==> config.mk <==
export PLATFORM = sky130hd
export DESIGN_NAME = fptd_iter_ctrl_flat
export DESIGN_NICKNAME = d
export VERILOG_FILES = /design/src/rtl/fptd_iter_ctrl_if.sv /design/src/rtl/fptd_iter_ctrl.sv /design/src/flat_wrapper.sv
export SDC_FILE = /design/constraint.sdc
export NUM_CORES = 1
export LEC_CHECK = 0
export CAP_MARGIN = 10
export CORE_ASPECT_RATIO = 2
export CORE_UTILIZATION = 30
export DETAILED_ROUTE_END_ITERATION = 16
export SKIP_CTS_REPAIR_TIMING = 1
export SLEW_MARGIN = 40
export SYNTH_ARGS = -nofsm -noshare
export SYNTH_HDL_FRONTEND = slang
export SYNTH_SLANG_ARGS = --single-unit
==> constraint.sdc <==
create_clock -name Clock -period 3.76 [get_ports Clock]
set_input_delay 0.752 -clock Clock [delete_from_list [all_inputs] [get_ports Clock]]
set_output_delay 0.752 -clock Clock [all_outputs]
set_load 0.005 [all_outputs]
==> src/rtl/fptd_iter_ctrl_if.sv <==
// Control/status bundle between the FPTD iteration scheduler and its frame-level master.
interface fptd_iter_ctrl_if #(
  parameter int ITER_W = 6
);
  logic              start;
  logic [ITER_W-1:0] max_iter;
  logic              early_stop;
  logic              abort;
  logic              out_ready;
  logic              busy;
  logic              load_en;
  logic              init_metrics;
  logic              odd_en;
  logic              even_en;
  logic              decide_en;
  logic              out_valid;
  logic              early_term;
  logic [ITER_W-1:0] iter_count;

  modport master (
    output start, max_iter, early_stop, abort, out_ready,
    input  busy, load_en, init_metrics, odd_en, even_en, decide_en,
           out_valid, early_term, iter_count
  );

  modport slave (
    input  start, max_iter, early_stop, abort, out_ready,
    output busy, load_en, init_metrics, odd_en, even_en, decide_en,
           out_valid, early_term, iter_count
  );
endinterface

==> src/rtl/fptd_iter_ctrl.sv <==
// Frame sequencer for the FPTD PE array: load, metric init, odd/even half-iterations,
// hard-decision capture and result handshake, with iteration limit, early stop and abort.
module fptd_iter_ctrl #(
  parameter int ITER_W = 6
) (
  input logic            Clock,
  input logic            nReset,
  fptd_iter_ctrl_if.slave bus
);

  localparam logic [2:0] S_IDLE   = 3'd0;
  localparam logic [2:0] S_LOAD   = 3'd1;
  localparam logic [2:0] S_INIT   = 3'd2;
  localparam logic [2:0] S_ODD    = 3'd3;
  localparam logic [2:0] S_EVEN   = 3'd4;
  localparam logic [2:0] S_DECIDE = 3'd5;
  localparam logic [2:0] S_OUTPUT = 3'd6;

  logic [2:0]        state;
  logic [ITER_W-1:0] lim;
  logic [ITER_W-1:0] iter_cnt;
  logic              early_term_r;
  logic              last_iter;

  // lim is never 0 once a frame runs, so lim-1 cannot underflow and the counter stops at lim
  assign last_iter = (iter_cnt == lim - ITER_W'(1));

  always_ff @(posedge Clock or negedge nReset) begin
    if (!nReset) begin
      state        <= S_IDLE;
      lim          <= '0;
      iter_cnt     <= '0;
      early_term_r <= 1'b0;
    end else if (bus.abort && (state != S_IDLE)) begin
      state <= S_IDLE;
    end else begin
      case (state)
        S_IDLE: begin
          if (bus.start) begin
            lim   <= (bus.max_iter == '0) ? ITER_W'(1) : bus.max_iter;
            state <= S_LOAD;
          end
        end
        S_LOAD: begin
          iter_cnt     <= '0;
          early_term_r <= 1'b0;
          state        <= S_INIT;
        end
        S_INIT: state <= S_ODD;
        S_ODD:  state <= S_EVEN;
        S_EVEN: begin
          iter_cnt <= iter_cnt + ITER_W'(1);
          if (last_iter) begin
            state <= S_DECIDE;
          end else if (bus.early_stop) begin
            early_term_r <= 1'b1;
            state        <= S_DECIDE;
          end else begin
            state <= S_ODD;
          end
        end
        S_DECIDE: state <= S_OUTPUT;
        S_OUTPUT: begin
          if (bus.out_ready) state <= S_IDLE;
        end
        default: state <= S_IDLE;
      endcase
    end
  end

  // Every output is a pure decode of registered state
  assign bus.busy         = (state != S_IDLE);
  assign bus.load_en      = (state == S_LOAD);
  assign bus.init_metrics = (state == S_INIT);
  assign bus.odd_en       = (state == S_ODD);
  assign bus.even_en      = (state == S_EVEN);
  assign bus.decide_en    = (state == S_DECIDE);
  assign bus.out_valid    = (state == S_OUTPUT);
  assign bus.early_term   = early_term_r;
  assign bus.iter_count   = iter_cnt;

endmodule

==> src/flat_wrapper.sv <==
// flat-port wrapper written by rule: the top's interface ports become plain ports
module fptd_iter_ctrl_flat 
#(
  parameter int ITER_W = 6
)
  (Clock, nReset, bus_start, bus_max_iter, bus_early_stop, bus_abort, bus_out_ready, bus_busy, bus_load_en, bus_init_metrics, bus_odd_en, bus_even_en, bus_decide_en, bus_out_valid, bus_early_term, bus_iter_count);
  fptd_iter_ctrl_if #(.ITER_W(ITER_W)) bus_i ();
  input logic Clock;
  input logic nReset;
  input wire logic [$bits(bus_i.start)-1:0] bus_start;
  input wire logic [$bits(bus_i.max_iter)-1:0] bus_max_iter;
  input wire logic [$bits(bus_i.early_stop)-1:0] bus_early_stop;
  input wire logic [$bits(bus_i.abort)-1:0] bus_abort;
  input wire logic [$bits(bus_i.out_ready)-1:0] bus_out_ready;
  output wire logic [$bits(bus_i.busy)-1:0] bus_busy;
  output wire logic [$bits(bus_i.load_en)-1:0] bus_load_en;
  output wire logic [$bits(bus_i.init_metrics)-1:0] bus_init_metrics;
  output wire logic [$bits(bus_i.odd_en)-1:0] bus_odd_en;
  output wire logic [$bits(bus_i.even_en)-1:0] bus_even_en;
  output wire logic [$bits(bus_i.decide_en)-1:0] bus_decide_en;
  output wire logic [$bits(bus_i.out_valid)-1:0] bus_out_valid;
  output wire logic [$bits(bus_i.early_term)-1:0] bus_early_term;
  output wire logic [$bits(bus_i.iter_count)-1:0] bus_iter_count;
  assign bus_i.start = bus_start;
  assign bus_i.max_iter = bus_max_iter;
  assign bus_i.early_stop = bus_early_stop;
  assign bus_i.abort = bus_abort;
  assign bus_i.out_ready = bus_out_ready;
  assign bus_busy = bus_i.busy;
  assign bus_load_en = bus_i.load_en;
  assign bus_init_metrics = bus_i.init_metrics;
  assign bus_odd_en = bus_i.odd_en;
  assign bus_even_en = bus_i.even_en;
  assign bus_decide_en = bus_i.decide_en;
  assign bus_out_valid = bus_i.out_valid;
  assign bus_early_term = bus_i.early_term;
  assign bus_iter_count = bus_i.iter_count;
  fptd_iter_ctrl #(.ITER_W(ITER_W)) u_core (.Clock(Clock), .nReset(nReset), .bus(bus_i));
endmodule
==> flow_metrics.py, run 1 <==
metrics = {
    "synth": {
        "syn_inst": 106,
        "syn-cell-area_um2": 943.4,
        "async_reset_ff_share_pct": 100.0,
        "ys_warn_count": 0,
        "yosysTopAreaCellShare_pct": 42.44,
        "ys_top_cells_by_area": "dfrtp_1, xnor2_1, nor2_1",
        "yosysTopAreaCell": "dfrtp_1",
        "yosysSeqAreaShare_pct": 42.44,
        "synth_nets": 120,
        "synth-seq-cells": 16,
        "avgSynthCellArea_um2": 8.900,
        "yosys.cell_types.count": 28,
        "synth-main-ff-cell": "dfrtp_1",
        "synth_edf_count": 0,
    },
    "critical_path": {
        "arrival_ns": 1.83,
        "r2r-end": "u_core.bus.early_term",
        "slowest_stage": "dfrtp_1",
        "reg2reg_depth": 5,
        "critPathCaptureType": "primary output",
        "worstPathMaxFanout": 10,
        "worstPathBufferInverterCount": 2,
        "crit_end": "bus_even_en",
        "crit_required_ns": 3.01,
        "cpPeakStageDelay_ns": 0.54,
        "start_kind": "flip-flop",
        "critPathKind": "flip-flop to primary output",
        "setup.worst_path.start": "u_core.state[2]",
        "crit_chain": "clkinv_1 -> nor3_1 -> clkdlybuf4s50_1",
        "rr_startpoint": "u_core.lim[0]",
        "ff2ff_setup_slack_ns": 1.60,
        "path_depth": 3,
        "path_delay_family": "buffers and inverters",
    },
    "worst_hold_path": {
        "worstHoldPathType": "flip-flop to flip-flop",
    },
    "placed_design": {
        "dp_hpwl_um": 1757,
        "place.gp.congestion": 0.7034,
        "port-buffer-count": 25,
        "dp_slack_ns": 1.282,
    },
    "final_layout": {
        "final_cell_mix": "clkdlybuf4s50_1, dfrtp_1, nor2_1",
        "nets": 147,
        "n_antenna_cell": 0,
        "syn_to_final_growth_pct": 35.68,
        "finalCoreUtilization_pct": 42.98,
        "layout_commonest_cell": "clkdlybuf4s50_1",
        "drive_gt1_share_pct": 7.576,
    },
    "power": {
        "power_frac_clock_pct": 16.8,
        "peakVddDrop_mv": 0.3387,
        "p_leak_nw": 0.5371,
        "total_power_mw": 0.9078,
        "combPwrFrac_pct": 45.1,
        "netSwitchingFraction_pct": 38.10,
        "power_switching_mw": 0.3459,
        "powerDensity_nw_per_um2": 709.2,
        "internal_power_mw": 0.5619,
        "pwr-share-seq_pct": 38.1,
    },
    "clock_network": {
        "cts_tree": "done",
        "cts_htree_levels": 1,
        "clk_pin_slew_ns": 0.06,
        "numCtsBuffers": 3,
        "cts-root-buf": "clkbuf_8",
        "clock-sinks": 16,
        "clk_latency_ns": 0.25,
        "cts_buffer_depth": 2,
    },
    "timing": {
        "report.final.slew_viol_count": 0,
        "grt_setup_unrepaired": "no",
        "timing.final.crit_period_ns": 2.581,
        "finalCritPeriodShare_pct": 68.65,
        "fmax_mhz": 387.4,
        "finalSetupViolCount": 0,
        "worst_pin_slew_ns": 0.7429,
        "relSlewSlack_pct": 50.32,
        "fin_tns_setup_ns": 0,
        "clock_skew_ns": 0.003350,
        "setup_slack_ns": 1.179,
        "hold_viol": 0,
        "hold_slack_ns": 0.5218,
    },
    "die": {
        "dieArea_um2": 3386,
        "ioPinCount": 26,
        "rows": 28,
        "start_util_pct": 31.68,
        "core-area_um2": 2978,
        "die_y_um": 81.31,
        "die_w_um": 41.65,
    },
    "detailed_routing": {
        "wl_per_cell_um": 13.65,
        "ant_nets": 0,
        "vias_per_cell": 5.216,
        "drt-pass1-iter-count": 2,
        "wirelength_um": 2212,
        "via_count": 845,
        "remaining_drc_errors": 0,
        "drt_iter0_drc": 9,
    },
    "global_route": {
        "grt_pass1_wl_um": 3663,
        "grt_overflow": 0,
        "grt_pass1_vias": 779,
        "antenna_found_initial": 0,
        "grt_start_max_net_pins": 17,
        "grtUsageTotal_pct": 14.49,
    },
    "run_status": {
        "outcome": "finished clean",
    },
    "flow_run": {
        "cap_violations": 0,
    },
}
[area by class of cell]
cell class	instances	area (um2)
Fill cell	288	1698
Inverter	8	30.03
Clock buffer	4	55.05
Timing Repair Buffer	25	250.2
Tap cell	30	37.54
Sequential cell	16	400.4
Multi-Input combinational cell	79	506.7
[synthesized netlist by cell type, drive strengths merged, types with 3 or more instances]
cell / number
xor2: 5
nand2: 8
xnor2: 6
a21oi: 5
nand2b: 4
clkbuf: 3
nor2: 13
inv: 7
nor3: 5
mux2: 3
o21ai: 8
nand4: 3
dfrtp: 16
or3: 3
[routing by layer]
layer	GRT usage (%)	wire, um
met4	7.742	43
met1	14.98	833
met5	0	0
met2	27.81	1269
met3	1.333	66
[power groups by stage]
stage / sequential (mW) / clock [mW] / combinational [mW]
2_1_floorplan: 0.293 / 0 / 0.293
3_3_place_gp: 0.344 / 0 / 0.402
3_5_place_dp: 0.348 / 0 / 0.412
4_1_cts: 0.345 / 0.155 / 0.414
5_1_grt: 0.362 / 0.161 / 0.464
6_report: 0.346 / 0.152 / 0.410
[state kept, by name, summed over array words and instances (netlist names)]
name                   flops
u_core.bus.iter_count      6
u_core.lim                 6
u_core.bus.early_term      1
u_core.state               3
[logic make-up (layout without fill, tap and decap cells)]
family	after synthesis	in the layout	share of synthesized area, %
XOR/XNOR	11	11	10.21
buffers and inverters	11	37	4.377
AND/OR/NAND/NOR	42	42	21.75
adder cells (fa/ha/maj)	2	2	2.652
AO/OA/AOI/OAI	21	21	14.99
multiplexers	3	3	3.581
flip-flops	16	16	42.44
[per-stage QoR]
stage / instances / instance area (um2)
floorplan: 106 / 943.4
global placement: 158 / 1220
detailed placement: 158 / 1220
CTS: 162 / 1275
global route: 162 / 1280
finish: 162 / 1280
[worst min-delay path by stage]
stage,start,to,depth (start not counted)
global placement,u_core.bus.early_term,u_core.bus.early_term,2
finish,u_core.bus.early_term,u_core.bus.early_term,2
floorplan,nReset,u_core.bus.early_term,0
detailed placement,u_core.bus.early_term,u_core.bus.early_term,2
global route,u_core.bus.early_term,u_core.bus.early_term,2
CTS,u_core.bus.early_term,u_core.bus.early_term,2
[worst register-to-register path: stages (launching register included)]
cell and delay (ns):
dfrtp_1 0.42, or4_1 0.55, or3_1 0.32, a2111o_1 0.45
o211ai_1 0.20, a21oi_1 0.09
Power figures use the tool's default switching activity.
==> inputs of run 2 (changes only) <==
Clock period 3.76 ns to 2.4 ns, I/O delays scaled along.
==> run 2 against run 1 <==
Effect of this change: clock power increased by 62%; die area stayed put; largest cell class unchanged; via count is 3.6% higher; combinational power is 64% higher.
==> flow_metrics.py, run 2 (same netlist as run 1, synthesis figures left out) <==
metrics = {
    "timing": {
        "finalSetupViolCount": 0,
        "fin_tns_setup_ns": 0,
        "clock_skew_ns": 0.001371,
        "hold_viol": 0,
        "timing.final.crit_period_ns": 2.159,
        "report.final.slew_viol_count": 0,
        "relSlewSlack_pct": 57.46,
        "fmax_mhz": 463.1,
        "finalCritPeriodShare_pct": 89.97,
        "worst_pin_slew_ns": 0.6332,
        "setup_slack_ns": 0.2406,
        "grt_setup_unrepaired": "no",
    },
    "flow_run": {
        "cap_violations": 0,
    },
    "critical_path": {
        "crit_required_ns": 2.51,
        "critPathKind": "flip-flop to flip-flop",
        "start_kind": "flip-flop",
        "ff2ff_setup_slack_ns": 0.24,
        "arrival_ns": 2.27,
        "worstPathBufferInverterCount": 0,
        "cpPeakStageDelay_ns": 0.56,
        "r2r-end": "u_core.bus.early_term",
        "worstPathMaxFanout": 4,
        "rr_startpoint": "u_core.lim[0]",
        "path_delay_family": "simple AND/OR/NAND/NOR gates",
        "critPathCaptureType": "flip-flop",
        "slowest_stage": "or4_1",
        "crit_chain": "or4_1 -> or3_1 -> a2111o_1 -> o211ai_1 -> a21oi_1",
        "reg2reg_depth": 5,
    },
    "power": {
        "p_leak_nw": 0.5436,
        "peakVddDrop_mv": 0.4558,
        "powerDensity_nw_per_um2": 1133,
    },
    "die": {
        "rows": 28,
        "die_y_um": 81.31,
        "start_util_pct": 31.68,
        "dieArea_um2": 3386,
        "die_w_um": 41.65,
        "ioPinCount": 26,
        "core-area_um2": 2978,
    },
    "clock_network": {
        "numCtsBuffers": 3,
        "clock-sinks": 16,
        "clk_latency_ns": 0.26,
        "clk_pin_slew_ns": 0.06,
        "cts_htree_levels": 1,
        "cts_buffer_depth": 2,
        "cts-root-buf": "clkbuf_8",
        "cts_tree": "done",
    },
    "detailed_routing": {
        "vias_per_cell": 5.335,
        "wl_per_cell_um": 13.98,
        "ant_nets": 0,
        "via_count": 875,
        "drt-pass1-iter-count": 4,
        "dr_wl_met2_um": 1311,
        "met1_length_um": 832,
        "drt_iter0_drc": 32,
        "wirelength_um": 2292,
        "remaining_drc_errors": 0,
        "highest_layer": "met4",
        "wl_met3_um": 80,
    },
    "final_layout": {
        "n_antenna_cell": 0,
        "drive_gt1_share_pct": 10.45,
        "nets": 149,
        "syn_to_final_growth_pct": 36.74,
        "layout_commonest_cell": "clkdlybuf4s50_1",
        "final_cell_mix": "clkdlybuf4s50_1, dfrtp_1, nor2_1",
        "fillCellCount": 290,
        "multi_input_area_um2": 501.7,
        "seq_area_um2": 401.6,
    },
    "run_status": {
        "outcome": "finished clean",
    },
    "worst_hold_path": {
        "worstHoldPathType": "input pin to asynchronous set/reset pin",
    },
    "global_route": {
        "grt_pass1_wl_um": 3670,
        "grtUsageTotal_pct": 14.73,
        "grt_overflow": 0,
        "grt_start_max_net_pins": 17,
        "grt_pass1_vias": 813,
        "antenna_found_initial": 0,
    },
    "placed_design": {
        "dp_slack_ns": 0.2340,
        "place.gp.congestion": 0.7549,
        "dp_hpwl_um": 1787,
        "port-buffer-count": 25,
    },
}
==> run 2: routing by layer <==
layer	GRT usage [%]	vias up
met4	10.65	0
met2	27.81	22
li1	-	426
met5	0	-
met3	2.222	5
met1	13.91	422
==> run 2: area by class of cell <==
cell class,instances,area share (%)
Multi-Input combinational cell,79,38.89
Sequential cell,16,31.13
Timing Repair Buffer,27,20.17
Clock buffer,4,4.268
Tap cell,30,2.910
Inverter,8,2.619
==> run 2: worst max path at each step <==
stage                          startpoint                    end  slack (ns)  cells past startpoint
final                       u_core.lim[0]  u_core.bus.early_term        0.24                      5
after global routing      u_core.state[1]            bus_load_en        0.14                      3
after CTS                 u_core.state[2]            bus_even_en        0.08                      3
after detailed placement    u_core.lim[0]  u_core.bus.early_term        0.23                      5
after global placement      u_core.lim[0]  u_core.bus.early_term        0.30                      5
after floorplan             u_core.lim[0]  u_core.bus.early_term        0.37                      5
==> run 2: power breakdown <==
group / leakage [nW] / total (mW) / internal (mW) / switching, mW
Clock: 0.0288 / 0.247 / 0.146 / 0.101
Combinational: 0.308 / 0.674 / 0.383 / 0.291
Sequential: 0.206 / 0.540 / 0.372 / 0.168
Total: 0.544 / 1.46 / 0.901 / 0.560
==> run 2: worst register-to-register path, delay by kind of cell (launching register included) <==
kind | cells | cell delay, ns
DFF | 1 | 0.41
AOI/OAI and AO/OA | 3 | 0.71
and+or+nand+nor | 2 | 0.89
==> run 2: metrics by stage <==
step	power (mW)	std cells	util (%)	hold slack [ns]	area [um2]
4_1_cts	1.468	164	43.32	0.5227	1290
2_1_floorplan	0.9184	106	-	0.1844	943.4
3_5_place_dp	1.218	160	41.47	0.5139	1235
6_report	1.461	164	43.32	0.1287	1290
5_1_grt	1.569	164	43.32	0.1510	1290
3_3_place_gp	1.196	160	41.47	0.5108	1235
==> inputs of run 3 (changes only) <==
Settings changed: PLACE_DENSITY set to 0.52.
==> run 3 against run 2 <==
Effect of this change: flip-flop and latch count did not move; clock skew up 0.0012 ns; die area unchanged; sequential share of layout area is essentially flat; sequential power shrank 2%; non-clock buffer count grew 2; routed wire length is 0.44% lower; critical path depth stayed put; register-to-register slack about the same; hold slack better by 0.017 ns; power is 3.0% lower; combinational power grew 3.1%; critical path type unchanged.
==> flow_metrics.py, run 3 (same netlist as run 1, synthesis figures left out) <==
metrics = {
    "critical_path": {
        "arrival_ns": 2.26,
        "crit_required_ns": 2.50,
        "start_kind": "flip-flop",
        "critPathKind": "flip-flop to flip-flop",
        "critPathCaptureType": "flip-flop",
        "worstPathMaxFanout": 4,
    },
    "detailed_routing": {
        "ant_nets": 0,
        "drt_iter0_drc": 13,
        "via_count": 846,
        "wirelength_um": 2282,
        "drt-pass1-iter-count": 4,
        "remaining_drc_errors": 0,
        "wl_per_cell_um": 13.83,
        "vias_per_cell": 5.127,
    },
    "power": {
        "peakVddDrop_mv": 0.4379,
        "powerDensity_nw_per_um2": 1102,
        "total_power_mw": 1.418,
        "p_leak_nw": 0.5479,
    },
    "clock_network": {
        "cts-root-buf": "clkbuf_8",
        "clk_pin_slew_ns": 0.06,
        "numCtsBuffers": 3,
        "cts_tree": "done",
        "clk_latency_ns": 0.24,
        "cts_buffer_depth": 2,
        "clock-sinks": 16,
        "cts_htree_levels": 1,
    },
    "final_layout": {
        "n_antenna_cell": 0,
        "fin_cells": 165,
        "syn_to_final_growth_pct": 36.34,
        "final_area_um2": 1286,
        "layout_commonest_cell": "clkdlybuf4s50_1",
        "final_cell_mix": "clkdlybuf4s50_1, dfrtp_1, nor2_1",
        "nets": 151,
        "drive_gt1_share_pct": 9.630,
    },
    "timing": {
        "fmax_mhz": 462.4,
        "fin_tns_setup_ns": 0,
        "finalSetupViolCount": 0,
        "hold_viol": 0,
        "setup_slack_ns": 0.2376,
        "worst_pin_slew_ns": 0.5954,
        "report.final.slew_viol_count": 0,
        "grt_setup_unrepaired": "no",
        "relSlewSlack_pct": 60.00,
        "timing.final.crit_period_ns": 2.162,
        "clock_skew_ns": 0.002594,
        "finalCritPeriodShare_pct": 90.10,
    },
    "placed_design": {
        "place.gp.congestion": 0.6982,
        "postPlaceCellArea_um2": 1250,
        "dp_hpwl_um": 1825,
        "dp_slack_ns": 0.2670,
        "placed_cells": 162,
        "port-buffer-count": 25,
    },
    "global_route": {
        "grt_overflow": 0,
        "grt_start_max_net_pins": 17,
        "use_met3_pct": 2.222,
        "grtUsageTotal_pct": 15.13,
        "top_usage_layer": "met2",
        "use_met2_pct": 27.34,
        "antenna_found_initial": 0,
        "use_met1_pct": 16.78,
        "grt_pass1_vias": 836,
        "grt_pass1_wl_um": 3898,
    },
    "die": {
        "die_w_um": 41.65,
        "ioPinCount": 26,
        "start_util_pct": 31.68,
        "rows": 28,
        "core-area_um2": 2978,
        "dieArea_um2": 3386,
        "die_y_um": 81.31,
    },
    "worst_hold_path": {
        "worstHoldPathType": "input pin to asynchronous set/reset pin",
    },
    "run_status": {
        "outcome": "finished clean",
    },
    "flow_run": {
        "cap_violations": 0,
    },
}
[run 3: changes by cell type in the layout (fill, tap and decap cells not counted)]
cell,delta
buf_4,+2
clkbuf_8,-1
clkinv_1,+1
clkinvlp_4,-1
dfrtp_1,+1
dfrtp_2,-1
[run 3: path summary, 6_finish.rpt]
path	from	to	slack, ns	cells after the start
max	u_core.lim[0]	u_core.bus.early_term	0.24	5
min	nReset	u_core.bus.iter_count[1]	0.15	1
max reg2reg	u_core.lim[0]	u_core.bus.early_term	0.24	5
min reg2reg	u_core.bus.early_term	u_core.bus.early_term	0.54	2
max in group asynchronous	nReset	u_core.bus.early_term	1.99	1
min in group Clock	u_core.bus.early_term	u_core.bus.early_term	0.54	2
[run 3: metrics by stage]
step,util [%],hold WS (ns)
after detailed placement,41.97,0.5464
after CTS,43.36,0.5533
after global routing,43.19,0.1703
after floorplan,-,0.1844
final,43.19,0.1456
after global placement,41.97,0.5310
[run 3: critical path: stages, from the launching register on]
cell and delay [ns]:
dfrtp_1 0.41, or4_1 0.56, or3_1 0.32, a2111o_1 0.45, o211ai_1 0.19, a21oi_1 0.09
[run 3: layout make-up]
| type | count | area [um2] |
|---|---|---|
| clock buffers | 3 | 41.29 |
| repair buffers | 29 | 275.3 |
| fillers | 284 | 1692 |
| inverters | 8 | 30.03 |
| well taps | 30 | 37.54 |
| flip-flops and latches | 16 | 400.4 |
| multi-input cells | 79 | 501.7 |
[run 3: routing by layer]
| layer | up-vias | wire length [um] |
|---|---|---|
| li1 | 429 | - |
| met1 | 399 | 865 |
| met2 | 16 | 1314 |
| met3 | 2 | 69 |
| met4 | 0 | 32 |
| met5 | - | 0 |
[run 3: power by group]
part,total [mW],switching (mW),internal [mW]
clock network,0.196,0.0848,0.111
registers,0.527,0.156,0.371
logic,0.695,0.303,0.393
total,1.42,0.543,0.874
